===== src/rtl/shift_sequencer_if.sv =====
// Request/response bundle for shift_sequencer: per-requester operand buses,
// round-robin ready, and the single result channel.
interface shift_sequencer_if #(
  parameter int REQ_COUNT = 2
);
  logic [REQ_COUNT-1:0]    req_valid;
  logic [REQ_COUNT-1:0]    req_ready;
  logic [2*REQ_COUNT-1:0]  req_op;
  logic [2*REQ_COUNT-1:0]  req_size;
  logic [REQ_COUNT-1:0]    req_use_carry;
  logic [REQ_COUNT-1:0]    req_carry_in;
  logic [64*REQ_COUNT-1:0] req_a;
  logic [8*REQ_COUNT-1:0]  req_b;

  logic                    resp_valid;
  logic                    resp_ready;
  logic [1:0]              resp_id;
  logic [63:0]             resp_result;
  logic                    resp_zero;
  logic                    resp_carry;
  logic                    resp_negative;
  logic                    busy;

  modport master (
    output req_valid, req_op, req_size, req_use_carry, req_carry_in, req_a, req_b,
    output resp_ready,
    input  req_ready, resp_valid, resp_id, resp_result, resp_zero, resp_carry,
    input  resp_negative, busy
  );

  modport slave (
    input  req_valid, req_op, req_size, req_use_carry, req_carry_in, req_a, req_b,
    input  resp_ready,
    output req_ready, resp_valid, resp_id, resp_result, resp_zero, resp_carry,
    output resp_negative, busy
  );
endinterface


===== src/rtl/shift_sequencer.sv =====
// Multi-requester bit-serial rotate/shift sequencer with round-robin arbitration.
// Optional SHIFT_SEQ_BYTE_STEP_EN: move 8 bits per cycle on long non-carry operations.
module shift_sequencer #(
  parameter int REQ_COUNT = 2
) (
  input  logic             clk,
  input  logic             reset,
  shift_sequencer_if.slave bus
);

  typedef enum logic [1:0] {IDLE, RUN, DONE} stateT;

  localparam logic [1:0] OP_ROLR = 2'b00;
  localparam logic [1:0] OP_ROLL = 2'b01;
  localparam logic [1:0] OP_SHR  = 2'b10;

  typedef struct packed {
    logic [63:0] val;
    logic        carry;
  } stepT;

  function automatic logic [5:0] sizeMsb(input logic [1:0] size);
    case (size)
      2'd0:    sizeMsb = 6'd7;
      2'd1:    sizeMsb = 6'd15;
      2'd2:    sizeMsb = 6'd31;
      default: sizeMsb = 6'd63;
    endcase
  endfunction

  function automatic logic [63:0] sizeMask(input logic [5:0] msb);
    sizeMask = {64{1'b1}} >> (6'd63 - msb);
  endfunction

  // Rotates wrap modulo the ring length; shifts saturate once everything has been pushed out.
  function automatic logic [6:0] loadCount(input logic [1:0] op, input logic [1:0] size,
                                           input logic useCarry, input logic [7:0] b);
    logic [7:0] w;
    logic [7:0] lim;
    logic [7:0] modRing;
    w = 8'd8 << size;
    case (size)
      2'd0:    modRing = b % 8'd9;
      2'd1:    modRing = b % 8'd17;
      2'd2:    modRing = b % 8'd33;
      default: modRing = b % 8'd65;
    endcase
    if (!op[1]) begin
      loadCount = useCarry ? 7'(modRing) : 7'(b & (w - 8'd1));
    end else begin
      lim = useCarry ? w + 8'd1 : w;
      loadCount = (b > lim) ? 7'(lim) : 7'(b);
    end
  endfunction

  // Through-carry shifts fill with the latched carry_in on every step, so the
  // W+1 clamp saturates the word to carry_in.
  function automatic stepT moveOne(input logic [63:0] v, input logic c, input logic [1:0] op,
                                   input logic [5:0] msb, input logic [63:0] mask,
                                   input logic useCarry, input logic fillBit);
    stepT s;
    case (op)
      OP_ROLR: begin
        s.carry = v[0];
        s.val   = (v >> 1) | (64'(useCarry ? c : v[0]) << msb);
      end
      OP_ROLL: begin
        s.carry = v[msb];
        s.val   = ((v << 1) & mask) | 64'(useCarry ? c : v[msb]);
      end
      OP_SHR: begin
        s.carry = v[0];
        s.val   = (v >> 1) | (64'(useCarry & fillBit) << msb);
      end
      default: begin
        s.carry = v[msb];
        s.val   = ((v << 1) & mask) | 64'(useCarry & fillBit);
      end
    endcase
    return s;
  endfunction

  function automatic stepT moveByte(input logic [63:0] v, input logic [1:0] op,
                                    input logic [5:0] msb, input logic [63:0] mask);
    stepT s;
    case (op)
      OP_ROLR: begin
        s.carry = v[7];
        s.val   = (v >> 8) | (64'(v[7:0]) << (msb - 6'd7));
      end
      OP_ROLL: begin
        s.carry = v[msb - 6'd7];
        s.val   = ((v << 8) & mask) | (v >> (msb - 6'd7));
      end
      OP_SHR: begin
        s.carry = v[7];
        s.val   = v >> 8;
      end
      default: begin
        s.carry = v[msb - 6'd7];
        s.val   = (v << 8) & mask;
      end
    endcase
    return s;
  endfunction

  stateT                state;
  stateT                nextState;
  logic [1:0]           rrPtr;
  logic [1:0]           gntIdx;
  logic                 gntFound;
  logic [REQ_COUNT-1:0] gntVec;
  logic [REQ_COUNT-1:0] reqReady;
  logic                 accept;
  logic                 finish;
  logic                 byteStep;

  logic [1:0]           selOp;
  logic [1:0]           selSize;
  logic                 selUseCarry;
  logic                 selCarryIn;
  logic [63:0]          selA;
  logic [7:0]           selB;

  logic [1:0]           opReg;
  logic [1:0]           sizeReg;
  logic                 useCarryReg;
  logic                 carryInReg;
  logic [63:0]          workVal;
  logic                 workCarry;
  logic [6:0]           count;
  logic [5:0]           msb;
  logic [63:0]          mask;
  stepT                 stepNext;

  logic [1:0]           respId;
  logic [63:0]          respResult;
  logic                 respZero;
  logic                 respCarry;
  logic                 respNegative;

  // Round-robin search: first valid requester at or after the pointer.
  always_comb begin
    gntFound = 1'b0;
    gntIdx   = '0;
    gntVec   = '0;
    for (int i = 0; i < REQ_COUNT; i++) begin
      for (int j = 0; j < REQ_COUNT; j++) begin
        if (!gntFound && bus.req_valid[j] && (j == (int'(rrPtr) + i) % REQ_COUNT)) begin
          gntFound = 1'b1;
          gntIdx   = 2'(j);
        end
      end
    end
    for (int j = 0; j < REQ_COUNT; j++) begin
      gntVec[j] = gntFound && (gntIdx == 2'(j));
    end
  end

  always_comb begin
    selOp       = '0;
    selSize     = '0;
    selUseCarry = 1'b0;
    selCarryIn  = 1'b0;
    selA        = '0;
    selB        = '0;
    for (int j = 0; j < REQ_COUNT; j++) begin
      if (gntIdx == 2'(j)) begin
        selOp       = bus.req_op[2*j +: 2];
        selSize     = bus.req_size[2*j +: 2];
        selUseCarry = bus.req_use_carry[j];
        selCarryIn  = bus.req_carry_in[j];
        selA        = bus.req_a[64*j +: 64];
        selB        = bus.req_b[8*j +: 8];
      end
    end
  end

  always_comb begin
    nextState = state;
    reqReady  = '0;
    accept    = 1'b0;
    finish    = 1'b0;
    case (state)
      IDLE: begin
        if (!reset) begin
          reqReady = gntVec;
          if (gntFound) begin
            accept    = 1'b1;
            nextState = RUN;
          end
        end
      end
      RUN: begin
        if (count == 7'd0) begin
          finish    = 1'b1;
          nextState = DONE;
        end
      end
      DONE: begin
        if (bus.resp_ready) nextState = IDLE;
      end
      default: nextState = IDLE;
    endcase
  end

  always_ff @(posedge clk or posedge reset) begin
    if (reset) begin
      state        <= IDLE;
      rrPtr        <= '0;
      respId       <= '0;
      respResult   <= '0;
      respZero     <= 1'b0;
      respCarry    <= 1'b0;
      respNegative <= 1'b0;
    end else begin
      state <= nextState;
      if (accept) begin
        rrPtr  <= (gntIdx == 2'(REQ_COUNT - 1)) ? 2'd0 : gntIdx + 2'd1;
        respId <= gntIdx;
      end
      if (finish) begin
        respResult   <= workVal;
        respZero     <= ((workVal & mask) == 64'd0);
        respCarry    <= workCarry;
        respNegative <= workVal[msb];
      end
    end
  end

  assign msb  = sizeMsb(sizeReg);
  assign mask = sizeMask(msb);

`ifdef SHIFT_SEQ_BYTE_STEP_EN
  assign byteStep = !useCarryReg && (count >= 7'd8);
`else
  assign byteStep = 1'b0;
`endif

  assign stepNext = byteStep ? moveByte(workVal, opReg, msb, mask)
                             : moveOne(workVal, workCarry, opReg, msb, mask, useCarryReg, carryInReg);

  // Working datapath: loaded on accept, stepped while RUN has bits left to move.
  always_ff @(posedge clk) begin
    if (accept) begin
      opReg       <= selOp;
      sizeReg     <= selSize;
      useCarryReg <= selUseCarry;
      carryInReg  <= selCarryIn;
      workVal     <= selA & sizeMask(sizeMsb(selSize));
      workCarry   <= selCarryIn;
      count       <= loadCount(selOp, selSize, selUseCarry, selB);
    end else if (state == RUN && count != 7'd0) begin
      workVal   <= stepNext.val;
      workCarry <= stepNext.carry;
      count     <= count - (byteStep ? 7'd8 : 7'd1);
    end
  end

  assign bus.req_ready     = reqReady;
  assign bus.busy          = (state != IDLE);
  assign bus.resp_valid    = (state == DONE);
  assign bus.resp_id       = respId;
  assign bus.resp_result   = respResult;
  assign bus.resp_zero     = respZero;
  assign bus.resp_carry    = respCarry;
  assign bus.resp_negative = respNegative;

endmodule


===== src/flat_wrapper.sv =====
// flat-port wrapper written by rule: the top's interface ports become plain ports
module shift_sequencer_flat 
#(
  parameter int REQ_COUNT = 2
)
  (clk, reset, bus_req_valid, bus_req_op, bus_req_size, bus_req_use_carry, bus_req_carry_in, bus_req_a, bus_req_b, bus_resp_ready, bus_req_ready, bus_resp_valid, bus_resp_id, bus_resp_result, bus_resp_zero, bus_resp_carry, bus_resp_negative, bus_busy);
  shift_sequencer_if #(.REQ_COUNT(REQ_COUNT)) bus_i ();
  input  logic clk;
  input  logic reset;
  input wire logic [$bits(bus_i.req_valid)-1:0] bus_req_valid;
  input wire logic [$bits(bus_i.req_op)-1:0] bus_req_op;
  input wire logic [$bits(bus_i.req_size)-1:0] bus_req_size;
  input wire logic [$bits(bus_i.req_use_carry)-1:0] bus_req_use_carry;
  input wire logic [$bits(bus_i.req_carry_in)-1:0] bus_req_carry_in;
  input wire logic [$bits(bus_i.req_a)-1:0] bus_req_a;
  input wire logic [$bits(bus_i.req_b)-1:0] bus_req_b;
  input wire logic [$bits(bus_i.resp_ready)-1:0] bus_resp_ready;
  output wire logic [$bits(bus_i.req_ready)-1:0] bus_req_ready;
  output wire logic [$bits(bus_i.resp_valid)-1:0] bus_resp_valid;
  output wire logic [$bits(bus_i.resp_id)-1:0] bus_resp_id;
  output wire logic [$bits(bus_i.resp_result)-1:0] bus_resp_result;
  output wire logic [$bits(bus_i.resp_zero)-1:0] bus_resp_zero;
  output wire logic [$bits(bus_i.resp_carry)-1:0] bus_resp_carry;
  output wire logic [$bits(bus_i.resp_negative)-1:0] bus_resp_negative;
  output wire logic [$bits(bus_i.busy)-1:0] bus_busy;
  assign bus_i.req_valid = bus_req_valid;
  assign bus_i.req_op = bus_req_op;
  assign bus_i.req_size = bus_req_size;
  assign bus_i.req_use_carry = bus_req_use_carry;
  assign bus_i.req_carry_in = bus_req_carry_in;
  assign bus_i.req_a = bus_req_a;
  assign bus_i.req_b = bus_req_b;
  assign bus_i.resp_ready = bus_resp_ready;
  assign bus_req_ready = bus_i.req_ready;
  assign bus_resp_valid = bus_i.resp_valid;
  assign bus_resp_id = bus_i.resp_id;
  assign bus_resp_result = bus_i.resp_result;
  assign bus_resp_zero = bus_i.resp_zero;
  assign bus_resp_carry = bus_i.resp_carry;
  assign bus_resp_negative = bus_i.resp_negative;
  assign bus_busy = bus_i.busy;
  shift_sequencer #(.REQ_COUNT(REQ_COUNT)) u_core (.clk(clk), .reset(reset), .bus(bus_i));
endmodule

===== config.mk =====
export PLATFORM = sky130hd
export DESIGN_NAME = shift_sequencer_flat
export DESIGN_NICKNAME = d
export VERILOG_FILES = /design/src/rtl/shift_sequencer_if.sv /design/src/rtl/shift_sequencer.sv /design/src/flat_wrapper.sv
export SDC_FILE = /design/constraint.sdc
export NUM_CORES = 1
export LEC_CHECK = 0
export CORE_MARGIN = 5
export CORE_UTILIZATION = 55
export DETAILED_ROUTE_END_ITERATION = 8
export GPL_ROUTABILITY_DRIVEN = 1
export GPL_TIMING_DRIVEN = 0
export PLACE_DENSITY = 0.94
export SLEW_MARGIN = 20
export SYNTH_ARGS = -nofsm -noshare
export SYNTH_HDL_FRONTEND = slang
export SYNTH_SLANG_ARGS = --single-unit

===== constraint.sdc =====
create_clock -name clk -period 29.1 [get_ports clk]
set_input_delay 4.365 -clock clk [delete_from_list [all_inputs] [get_ports clk]]
set_output_delay 4.365 -clock clk [all_outputs]
set_load 0.01 [all_outputs]

==> flow_summary.ini <==
[cts]
clk_latency_ns = 0.44
clk_pin_slew_ns = 0.06
clock-sinks = 149
cts_buffer_depth = 2
cts_hold_buf = 0
postCtsSetupBuffers = 0
htree_levels = 4
clock-root-buffer = clkbuf_16
cts_resized = 0
cts_made_buffers = 17
cts_tree = built

[cells_and_area]
drive_above_1_share_pct = 10.49
regArea_mm2 = 0.004119
stdcell_area_mm2 = 0.01279
fin_cells = 1521
multi_input_area_mm2 = 0.005017
layout.nets = 1466
final.fill_count = 1036
syn2layout_area_growth_pct = 34.56
diodes = 0

[logic_synthesis]
ys_types = 72
synth_xor_xnor_area_share_pct = 2.291
synth_fa_ha_area_share_pct = 2.897
synthTopCellsByArea = edfxtp_1 25%, dfrtp_1 19%, nand2_1 9.2%, mux2_2 8.5%, a21oi_1 3.4%
ys_seq_area_share_pct = 43.34
syn_nets = 1212
post-synth-top-area-fraction_pct = 24.65
syn_area_per_cell_um2 = 9.235
syn-cell-area_mm2 = 0.009503
synthSimpleGateAreaFrac_pct = 18.51
synthMostInstantiatedCell = nand2_1
synth-compound-area-share_pct = 17.18
yosys.area.top_type = edfxtp_1
synth_edf_count = 78
ys_seq_elements = 149
async_flop_share_pct = 47.65
synth_top_family_by_area = simple AND/OR/NAND/NOR gates
muxShareOfSynthArea_pct = 11.76
yosys_most_used_dff = edfxtp_1
syn_inst = 1029
ys_warn_count = 0
synth_commonest_cells = 232 x nand2_1, 78 x edfxtp_1, 72 x mux2_2

[timing]
fin_crit_sh_pct = 54.05
setup_tns_ns = 0
setup_viol = 0
skew_ns = 0.01064
relSlewSlack_pct = 29.03
tightestPinTransition_ns = 1.057
period_needed_ns = 15.73
slew_violations = 0
fmax_mhz = 63.58
rsz0062_at_grt = no
hold_viol = 0

[global_routing]
grt_pass1_vias = 9706
grt_max_degree = 41
grt_pass1_wl_mm = 53.56
grt.total_usage_pct = 34.28
grt_overflow_total = 0
antenna_found_initial = 0

[worst_hold_path]
hold_path_class = reg2reg
hold_start = u_core.bus.resp_result[27]

[worst_setup_path]
crit_path_top_delay_cell = o21ai_1
critPathMaxStageDelay_ns = 0.93
required_ns = 29.28
end_kind = register
reg2reg_from = u_core.rrPtr[0]
path_class = in2reg
critical_path_arrival_ns = 15.91
crit_top_cell = ha_1
start_kind = input pin
startpoint = bus_req_valid[0]
crit_path_max_fanout = 10

[route]
ant_nets = 0
drc_errors = 1
via_count = 10030
drtIter0Drc = 1692
dr.pass1.iters = 9
vias_per_cell = 6.597
drt-total-wl_mm = 35.18
wl_per_cell_um = 23.13

[placed_design]
io_buffer_count = 231
gp_congestion = 0.9746
placed_area_mm2 = 0.01221
dpl.hpwl_mm = 24.44
dp_cells = 1489

[pwr]
ir_drop_mv = 0.1178
cellPowerDensity_mw_per_mm2 = 104.0
p_leak_nw = 5.251

[floorplan]
ioPinCount = 234
die-area_mm2 = 0.02001
die_x_um = 141.4
die_h_um = 141.4
initial_utilization_pct = 55.52
rows = 48
core-area_mm2 = 0.01712

[job]
maxCapViolations = 0

[outcome]
violations = DRC
run_status = complete, but fails checks
-- per-stage QoR --
step	worst slack [ns]	power (mW)	util [%]	hold WS (ns)
CTS	13.52	1.303	74.71	0.5064
global route	12.49	1.389	74.71	0.5140
global placement	13.22	1.054	70.67	0.4865
floorplan	15.55	0.8394	-	0.4574
finish	13.37	1.329	74.71	0.5038
detailed placement	13.18	1.073	71.35	0.4915
-- metal layers --
layer,track usage (%),up-vias,part of all wire [%]
met5,0,-,0
met4,18.48,0,6.6
met3,9.875,235,13
met2,56.18,915,46
met1,40.90,4612,34
li1,-,4272,-
-- area by class of cell --
type | count | share of cell area, %
plain buffers | 71 | 2.368
well taps | 225 | 2.202
clock inverters | 13 | 0.9491
inverters | 20 | 0.6067
flip-flops and latches | 149 | 32.21
clock buffers | 19 | 3.542
repair buffers | 235 | 18.88
multi-input cells | 789 | 39.24
-- worst max-delay path, delay by kind of cell --
kind                       cells  cell delay, ns
muxes                          4            1.41
xor gates and xnor gates       2            0.37
and+or+nand+nor               11            1.94
buffers and inverters          9            2.23
AOI/OAI and AO/OA             15            3.74
adders and majority gates      5            1.84
-- path summary, 6_finish.rpt --
check                                        endpoint  slack, ns  depth (start not counted)
hold reg to reg            u_core.bus.resp_result[27]       0.50                          1
min in group asynchronous  u_core.bus.resp_result[56]       4.35                          2
setup / recovery                      u_core.count[4]      13.37                         46
setup reg to reg                      u_core.count[4]      17.25                         45
max in group asynchronous  u_core.bus.resp_result[32]      24.16                          3
hold / removal             u_core.bus.resp_result[27]       0.50                          1
-- layout by cell type (no fill, tap or decap), drive strengths merged, types with 8 or more instances in the layout --
cell type	instances
o22ai	33
and3	14
a22oi	32
clkdlybuf4s50	231
inv	25
edfxtp	78
a31oi	15
a21o	8
o21ai	34
buf	20
nor2b	10
xnor2	19
nor2	66
nor4	18
mux2i	21
mux2	76
a221oi	16
a211oi	13
a21oi	65
ha	22
nor3	11
nand2	233
nand3	14
clkbuf	74
dfrtp	71
-- power breakdown --
group          total (mW)  switching, mW  leakage, nW  internal (mW)
combinational       0.695          0.376         3.18          0.319
clock               0.218         0.0949        0.279          0.123
sequential          0.416         0.0870         1.79          0.329
total                1.33          0.558         5.25          0.771
-- logic make-up after synthesis --
group,after synthesis
simple gates,399
fa+ha+maj,22
flops,149
compound gates,245
other cells,1
xor+xnor,24
buf+inv,91
mux,98
-- sequential cells by signal, indices dropped and copies added (netlist names), 2 cells and up --
name	count
u_core.bus.resp_result	64
u_core.workVal	64
u_core.count	7
u_core.opReg	2
u_core.sizeReg	2
u_core.state	2
Note: power is estimated with default switching activity, not from simulation.
